File: config.mk
export PLATFORM = sky130hd
export DESIGN_NAME = arp_frame_deser
export DESIGN_NICKNAME = d
export VERILOG_FILES = /design/src/rtl/arp_frame_deser.sv
export SDC_FILE = /design/constraint.sdc
export NUM_CORES = 1
export LEC_CHECK = 0
export ABC_AREA = 1
export BUFFER_PORTS_ARGS = -buffer_cell sky130_fd_sc_hd__buf_4
export CORE_AREA = 2 2 185 187
export DETAILED_ROUTE_END_ITERATION = 12
export DIE_AREA = 0 0 187 189
export GPL_ROUTABILITY_DRIVEN = 0
export PLACE_DENSITY = 0.79
export SLEW_MARGIN = 20
export SYNTH_ARGS = -nofsm -noshare
export SYNTH_HDL_FRONTEND = slang
export SYNTH_SLANG_ARGS = --single-unit
File: constraint.sdc
create_clock -name clk -period 3.14 [get_ports clk]
set_input_delay 0.628 -clock clk [delete_from_list [all_inputs] [get_ports clk]]
set_output_delay 0.628 -clock clk [all_outputs]
set_load 0.005 [all_outputs]
File: src/rtl/arp_frame_deser.sv
// Purpose : packs an Ethernet header handshake plus its 8-bit AXI-stream payload into one
//           left-aligned frame word {dest, src, type, payload} with stored length and error flag.
// Latency : m_frame_valid rises the cycle after the tlast beat is accepted; the next header is
//           accepted one cycle after the output handshake.
// Backpressure: the output word is held stable while m_frame_ready is low; header and payload
//           inputs are not accepted until the word has been taken.
//
// Ports:
//   clk, rst_n                          clock, asynchronous active-low reset
//   s_eth_hdr_*                         header handshake (dest MAC, src MAC, EtherType)
//   s_eth_payload_axis_*                payload byte stream (tkeep gates storage, tuser = bad frame)
//   m_frame_valid / m_frame_ready       packed frame handshake
//   m_frame_data / _len / _error        packed frame word, stored byte count, short/long/bad flag
//
// Optional: define ARP_FRAME_TYPE_FILTER_EN to silently consume frames whose EtherType is not
//           FILTER_TYPE (no output is produced for them).

module arp_frame_deser #(
    parameter int          PAYLOAD_BYTES = 28,
    parameter logic [15:0] FILTER_TYPE   = 16'h0806,
    localparam int         TOTAL_WIDTH   = 112 + 8 * PAYLOAD_BYTES,
    localparam int         LEN_WIDTH     = $clog2(PAYLOAD_BYTES + 1)
) (
    input  logic                   clk,
    input  logic                   rst_n,

    input  logic                   s_eth_hdr_valid,
    output logic                   s_eth_hdr_ready,
    input  logic [47:0]            s_eth_dest_mac,
    input  logic [47:0]            s_eth_src_mac,
    input  logic [15:0]            s_eth_type,

    input  logic [7:0]             s_eth_payload_axis_tdata,
    input  logic                   s_eth_payload_axis_tkeep,
    input  logic                   s_eth_payload_axis_tvalid,
    output logic                   s_eth_payload_axis_tready,
    input  logic                   s_eth_payload_axis_tlast,
    input  logic                   s_eth_payload_axis_tuser,

    output logic                   m_frame_valid,
    input  logic                   m_frame_ready,
    output logic [TOTAL_WIDTH-1:0] m_frame_data,
    output logic [LEN_WIDTH-1:0]   m_frame_len,
    output logic                   m_frame_error
);

    typedef enum logic [1:0] {
        IDLE    = 2'd0,
        PAYLOAD = 2'd1,
        OUTPUT  = 2'd2
    } state_t;

    localparam logic [LEN_WIDTH-1:0] CAP = LEN_WIDTH'(PAYLOAD_BYTES);

    state_t               state;
    logic [LEN_WIDTH-1:0] idx;
    logic                 err;

    // drop marks a frame that is consumed but never presented (filter build only)
`ifdef ARP_FRAME_TYPE_FILTER_EN
    logic                 drop;
`else
    logic                 drop;
    assign drop = 1'b0;
`endif

    logic                 beat_fire;
    logic                 room;
    logic                 store;
    logic                 overflow;
    logic [LEN_WIDTH-1:0] idx_next;

    // tready is only ever high in PAYLOAD, so beat_fire implies PAYLOAD
    assign beat_fire = s_eth_payload_axis_tvalid && s_eth_payload_axis_tready;
    assign room      = (idx < CAP);
    assign store     = beat_fire && s_eth_payload_axis_tkeep && room && !drop;
    assign overflow  = beat_fire && s_eth_payload_axis_tkeep && !room;
    assign idx_next  = store ? idx + LEN_WIDTH'(1) : idx;

    assign m_frame_error = err;

    always_ff @(posedge clk or negedge rst_n) begin
        if (!rst_n) begin
            state                     <= IDLE;
            s_eth_hdr_ready           <= 1'b0;
            s_eth_payload_axis_tready <= 1'b0;
            m_frame_valid             <= 1'b0;
            m_frame_data              <= '0;
            m_frame_len               <= '0;
            err                       <= 1'b0;
            idx                       <= '0;
`ifdef ARP_FRAME_TYPE_FILTER_EN
            drop                      <= 1'b0;
`endif
        end else begin
            case (state)
                IDLE: begin
                    s_eth_hdr_ready <= 1'b1;
                    if (s_eth_hdr_valid && s_eth_hdr_ready) begin
                        s_eth_hdr_ready           <= 1'b0;
                        s_eth_payload_axis_tready <= 1'b1;
                        idx                       <= '0;
                        err                       <= 1'b0;
                        state                     <= PAYLOAD;
`ifdef ARP_FRAME_TYPE_FILTER_EN
                        drop <= (s_eth_type != FILTER_TYPE);
                        if (s_eth_type == FILTER_TYPE) begin
                            m_frame_data <= {s_eth_dest_mac, s_eth_src_mac, s_eth_type,
                                             {(8 * PAYLOAD_BYTES){1'b0}}};
                        end
`else
                        m_frame_data <= {s_eth_dest_mac, s_eth_src_mac, s_eth_type,
                                         {(8 * PAYLOAD_BYTES){1'b0}}};
`endif
                    end
                end

                PAYLOAD: begin
                    if (beat_fire) begin
                        // byte i lands just below the header, walking towards the LSBs
                        for (int i = 0; i < PAYLOAD_BYTES; i++) begin
                            if (store && idx == LEN_WIDTH'(i)) begin
                                m_frame_data[TOTAL_WIDTH-113-8*i -: 8] <= s_eth_payload_axis_tdata;
                            end
                        end
                        idx <= idx_next;

                        if (s_eth_payload_axis_tlast) begin
                            s_eth_payload_axis_tready <= 1'b0;
                            if (drop) begin
                                s_eth_hdr_ready <= 1'b1;
                                state           <= IDLE;
                            end else begin
                                m_frame_len   <= idx_next;
                                err           <= err | overflow | s_eth_payload_axis_tuser |
                                                 (idx_next < CAP);
                                m_frame_valid <= 1'b1;
                                state         <= OUTPUT;
                            end
                        end else begin
                            err <= err | overflow;
                        end
                    end
                end

                OUTPUT: begin
                    if (m_frame_ready) begin
                        m_frame_valid   <= 1'b0;
                        s_eth_hdr_ready <= 1'b1;
                        state           <= IDLE;
                    end
                end

                default: begin
                    state                     <= IDLE;
                    s_eth_hdr_ready           <= 1'b0;
                    s_eth_payload_axis_tready <= 1'b0;
                    m_frame_valid             <= 1'b0;
                end
            endcase
        end
    end

endmodule

==> results.txt <==
----------------------------------------------------
[STA]
  Relative slew slack ... 0.350
  Achievable Freq ... 389 MHz
  Fin. Hold Viols ... 0
  Total count of max-transition violations in the final report ... 0
  Period utilisation layout ... 0.818
  Final setup vio count ... 0
  Clk_skew ... 0.0113 ns
  Final total negative setup slack ... 0 ns
  Pin slew with the least headroom to its limit ... roughly 0.97 ns
  RSZ-0062 raised after global routing ... no
  Post-layout min period ... ~2.6 ns
  Setup slack of the critical path after layout ... ~0.57 ns

[Layout]
  Post-route non-filler standard cell count ... between 2000 and 2500
  Highest-count cells in the layout ignoring fill and taps ... sky130_fd_sc_hd__buf_4 (491), sky130_fd_sc_hd__nand2_1 (489), sky130_fd_sc_hd__dfrtp_1 (352)
  Total Nets Final ... approximately 2000
  Most frequent standard cell in the layout excluding fill and tap cells ... sky130_fd_sc_hd__buf_4
  Synth-to-layout area growth ... 36.6%
  Ratio of cells with drive above 1 in the final layout ... 0.318

[Synthesis]
  Post-synth top area share ... 0.641
  Synth cell types ... 29
  Largest area contributor in the netlist ... sky130_fd_sc_hd__dfrtp_1
  Net count after synthesis ... about 1500
  Portion of the post-synthesis area used by sequential elements ... 0.641
  Cell types occupying the most area after synthesis ... sky130_fd_sc_hd__dfrtp_1 (64%), sky130_fd_sc_hd__nand2_1 (13%), sky130_fd_sc_hd__o21ai_1 (6.0%)
  Mean instance size in the synthesized netlist ... between 9 and 10 um2
  Cell area after synthesis ... 13800 um2
  Post-synthesis async set-or-reset flop share ... 1.00
  Synthesis warning total ... 0
  Synthesized netlist cell count ... ~1400
  Yosys reg bits ... between 300 and 400
  Most used DFF post-synth ... sky130_fd_sc_hd__dfrtp_1
  EDFF count, synth ... 0

[Clock tree]
  Cell at the root of the clock tree ... sky130_fd_sc_hd__clkbuf_16
  Register clock-pin slew on the reported worst setup and hold paths ... roughly 0.060 ns
  Insertion delay of the later-clocked pin in the worst-skew pair ... 0.53 ns
  Worst-case clock buffer depth ... 3
  Sink Count ... 352
  Number of clock buffers inserted by TritonCTS ... 39
  Maximum level of the CTS H-tree ... 2
  Quantity of hold-fixing buffers added after cts ... 0
  CTS tree ... done
  Number of buffers inserted to repair setup after CTS ... 0
  Post-cts resize count ... 0

[Worst setup path]
  Endpoint type of the worst setup path ... register
  Setup slack, reg-to-reg ... 0.57 ns
  Crit path from ... state[0]$_DFFE_PN0P_
  Required time worst endpoint ... about 3.6 ns
  Last element of the critical path ... m_frame_data[334]$_DFFE_PN0P_
  Reg-to-reg startpoint ... state[0]$_DFFE_PN0P_
  Worst r2r path cells ... 10
  Worst EP arrival ... roughly 3.0 ns
  Type of the worst setup path ... reg2reg
  Maximum fanout encountered on the critical timing path ... approximately 70
  Capturing point of the worst reg2reg path ... m_frame_data[334]$_DFFE_PN0P_
  Type of element launching the critical path ... register

[Pwr]
  PD cells ... ~1100 nW/um2
  Leakage ... ~9.7 nW
  VDD IR-drop max ... roughly 0.0006 V

[Run]
  Number of violations of the max-capacitance limit ... 0

[Floorplanning]
  Floorplan die width ... around 190 um
  Count of standard-cell rows ... 67
  Top-Level Pins ... ~470
  Placeable core region ... around 33000 um2
  Die height ... around 190 um
  Total Die Area ... 35300 um2
  Initial Utilization ... 0.413

[Place]
  Worst setup timing slack at the placement stage ... 0.573 ns
  Count of buffers from port buffering ... 472
  Half-perimeter wire length of the detailed placement result ... approximately 30000 um
  Number of placed cells counting well taps ... 2254

[Drt]
  Initial DRC count ... 660
  Via density per instance ... between 5 and 6
  Number of nets with antenna violations after detailed routing ... 0
  First drt pass iteration count ... 5
  Final routed wire length divided by cell count ... around 19 um
  Post-route DRC ... 0
  WL final ... 43700 um
  Via Count ... ~12000

[GRT]
  Leftover overflow at the end of global routing ... 0
  Initial antenna violation count ... 8
  Pin count of the biggest net entering global routing ... 115
  Via count of the first global-routing pass ... approximately 12000
  Total track usage ... 0.245
  First-pass GRT wire length ... between 60000 and 70000 um

[Hold path]
  Path class of the lowest-slack min-delay path ... in2async

[Run status]
  Outcome ... finished, final reports clean

----------------------------------------------------
metal layers:
| metal | wire, um | track usage | vias up |
|---|---|---|---|
| li1 | - | - | 5496 |
| met1 | 17100 | 0.304 | 5772 |
| met2 | 21300 | 0.404 | 494 |
| met3 | 3440 | 0.0652 | 110 |
| met4 | 1750 | 0.108 | 4 |
| met5 | 27 | 0 | - |
cell type report:
type / instances / area, um2
Timing Repair Buffer: 496 / 3780
Sequential cell: 352 / 8810
Antenna cell: 6 / 15.0
Tap cell: 448 / 561
Fill cell: 2878 / 14500
Clock inverter: 20 / 228
Inverter: 23 / 88.8
Clock buffer: 48 / 1020
Multi-Input combinational cell: 935 / 4280
logic make-up (layout without fill, tap and decap cells):
logic type | after synthesis | in the layout | synth area share
simple gates | 660 | 660 | 0.203
flops | 352 | 352 | 0.641
compound gates | 269 | 269 | 0.102
buf+inv | 111 | 587 | 0.0495
fa+ha+maj | 5 | 5 | 0.00455
xor+xnor | 1 | 1 | 0.000637
other cells | 0 | 6 | 0
critical path: stages, from the launching register on:
cell and delay [ns]:
sky130_fd_sc_hd__dfrtp_1 0.73, sky130_fd_sc_hd__nand2_2 0.16, sky130_fd_sc_hd__inv_2 0.21, sky130_fd_sc_hd__nand2_1 0.09, sky130_fd_sc_hd__nand2_2 0.10, sky130_fd_sc_hd__or2_1 0.18
sky130_fd_sc_hd__inv_4 0.06, sky130_fd_sc_hd__nand2_4 0.38, sky130_fd_sc_hd__buf_12 0.35, sky130_fd_sc_hd__nand2_1 0.10, sky130_fd_sc_hd__nand2_1 0.07
cell usage after synthesis, drive strengths merged, types with 3 or more instances:
cell and count:
dfrtp 352, o21ai 263, o22ai 5, nor4 5, inv 23, nor3 7, nand2 509, nand3 121
clkbuf 39, buf 49, nor2 13, ha 5, nand4 3
through the flow:
| stage | instance area [um2] | hold slack [ns] | utilization | total power [mW] |
|---|---|---|---|---|
| finish | 18800 | 0.0670 | 0.564 | 19.8 |
| CTS | 18800 | 0.0709 | 0.564 | 20.0 |
| global route | 18800 | 0.0886 | 0.564 | 21.2 |
| global placement | 17500 | 0.454 | 0.526 | 15.1 |
| detailed placement | 17500 | 0.460 | 0.526 | 15.4 |
| floorplan | 13800 | 0.332 | - | 11.6 |
registers in the layout (all words and copies together) (netlist names):
| signal | count |
|---|---|
| s_eth_payload_axis_tready | 1 |
| s_eth_hdr_ready | 1 |
| m_frame_data | 336 |
| m_frame_len | 5 |
| m_frame_valid | 1 |
| state | 2 |
| m_frame_error | 1 |
| idx | 5 |
worst min path at each step:
stage                                        from                             to  cells after the start
floorplan                                   rst_n             idx[0]$_DFFE_PN0P_                      0
global placement    m_frame_data[299]$_DFFE_PN0P_  m_frame_data[299]$_DFFE_PN0P_                      2
detailed placement  m_frame_data[309]$_DFFE_PN0P_  m_frame_data[309]$_DFFE_PN0P_                      2
CTS                                         rst_n  m_frame_data[335]$_DFFE_PN0P_                      1
global route                                rst_n  m_frame_data[335]$_DFFE_PN0P_                      1
finish                                      rst_n  m_frame_data[335]$_DFFE_PN0P_                      1
power by group:
part	switching (mW)	internal, mW
Sequential	1.01	6.20
Clock	1.85	2.66
Combinational	4.78	3.33
(Power assumes the default switching activity.)
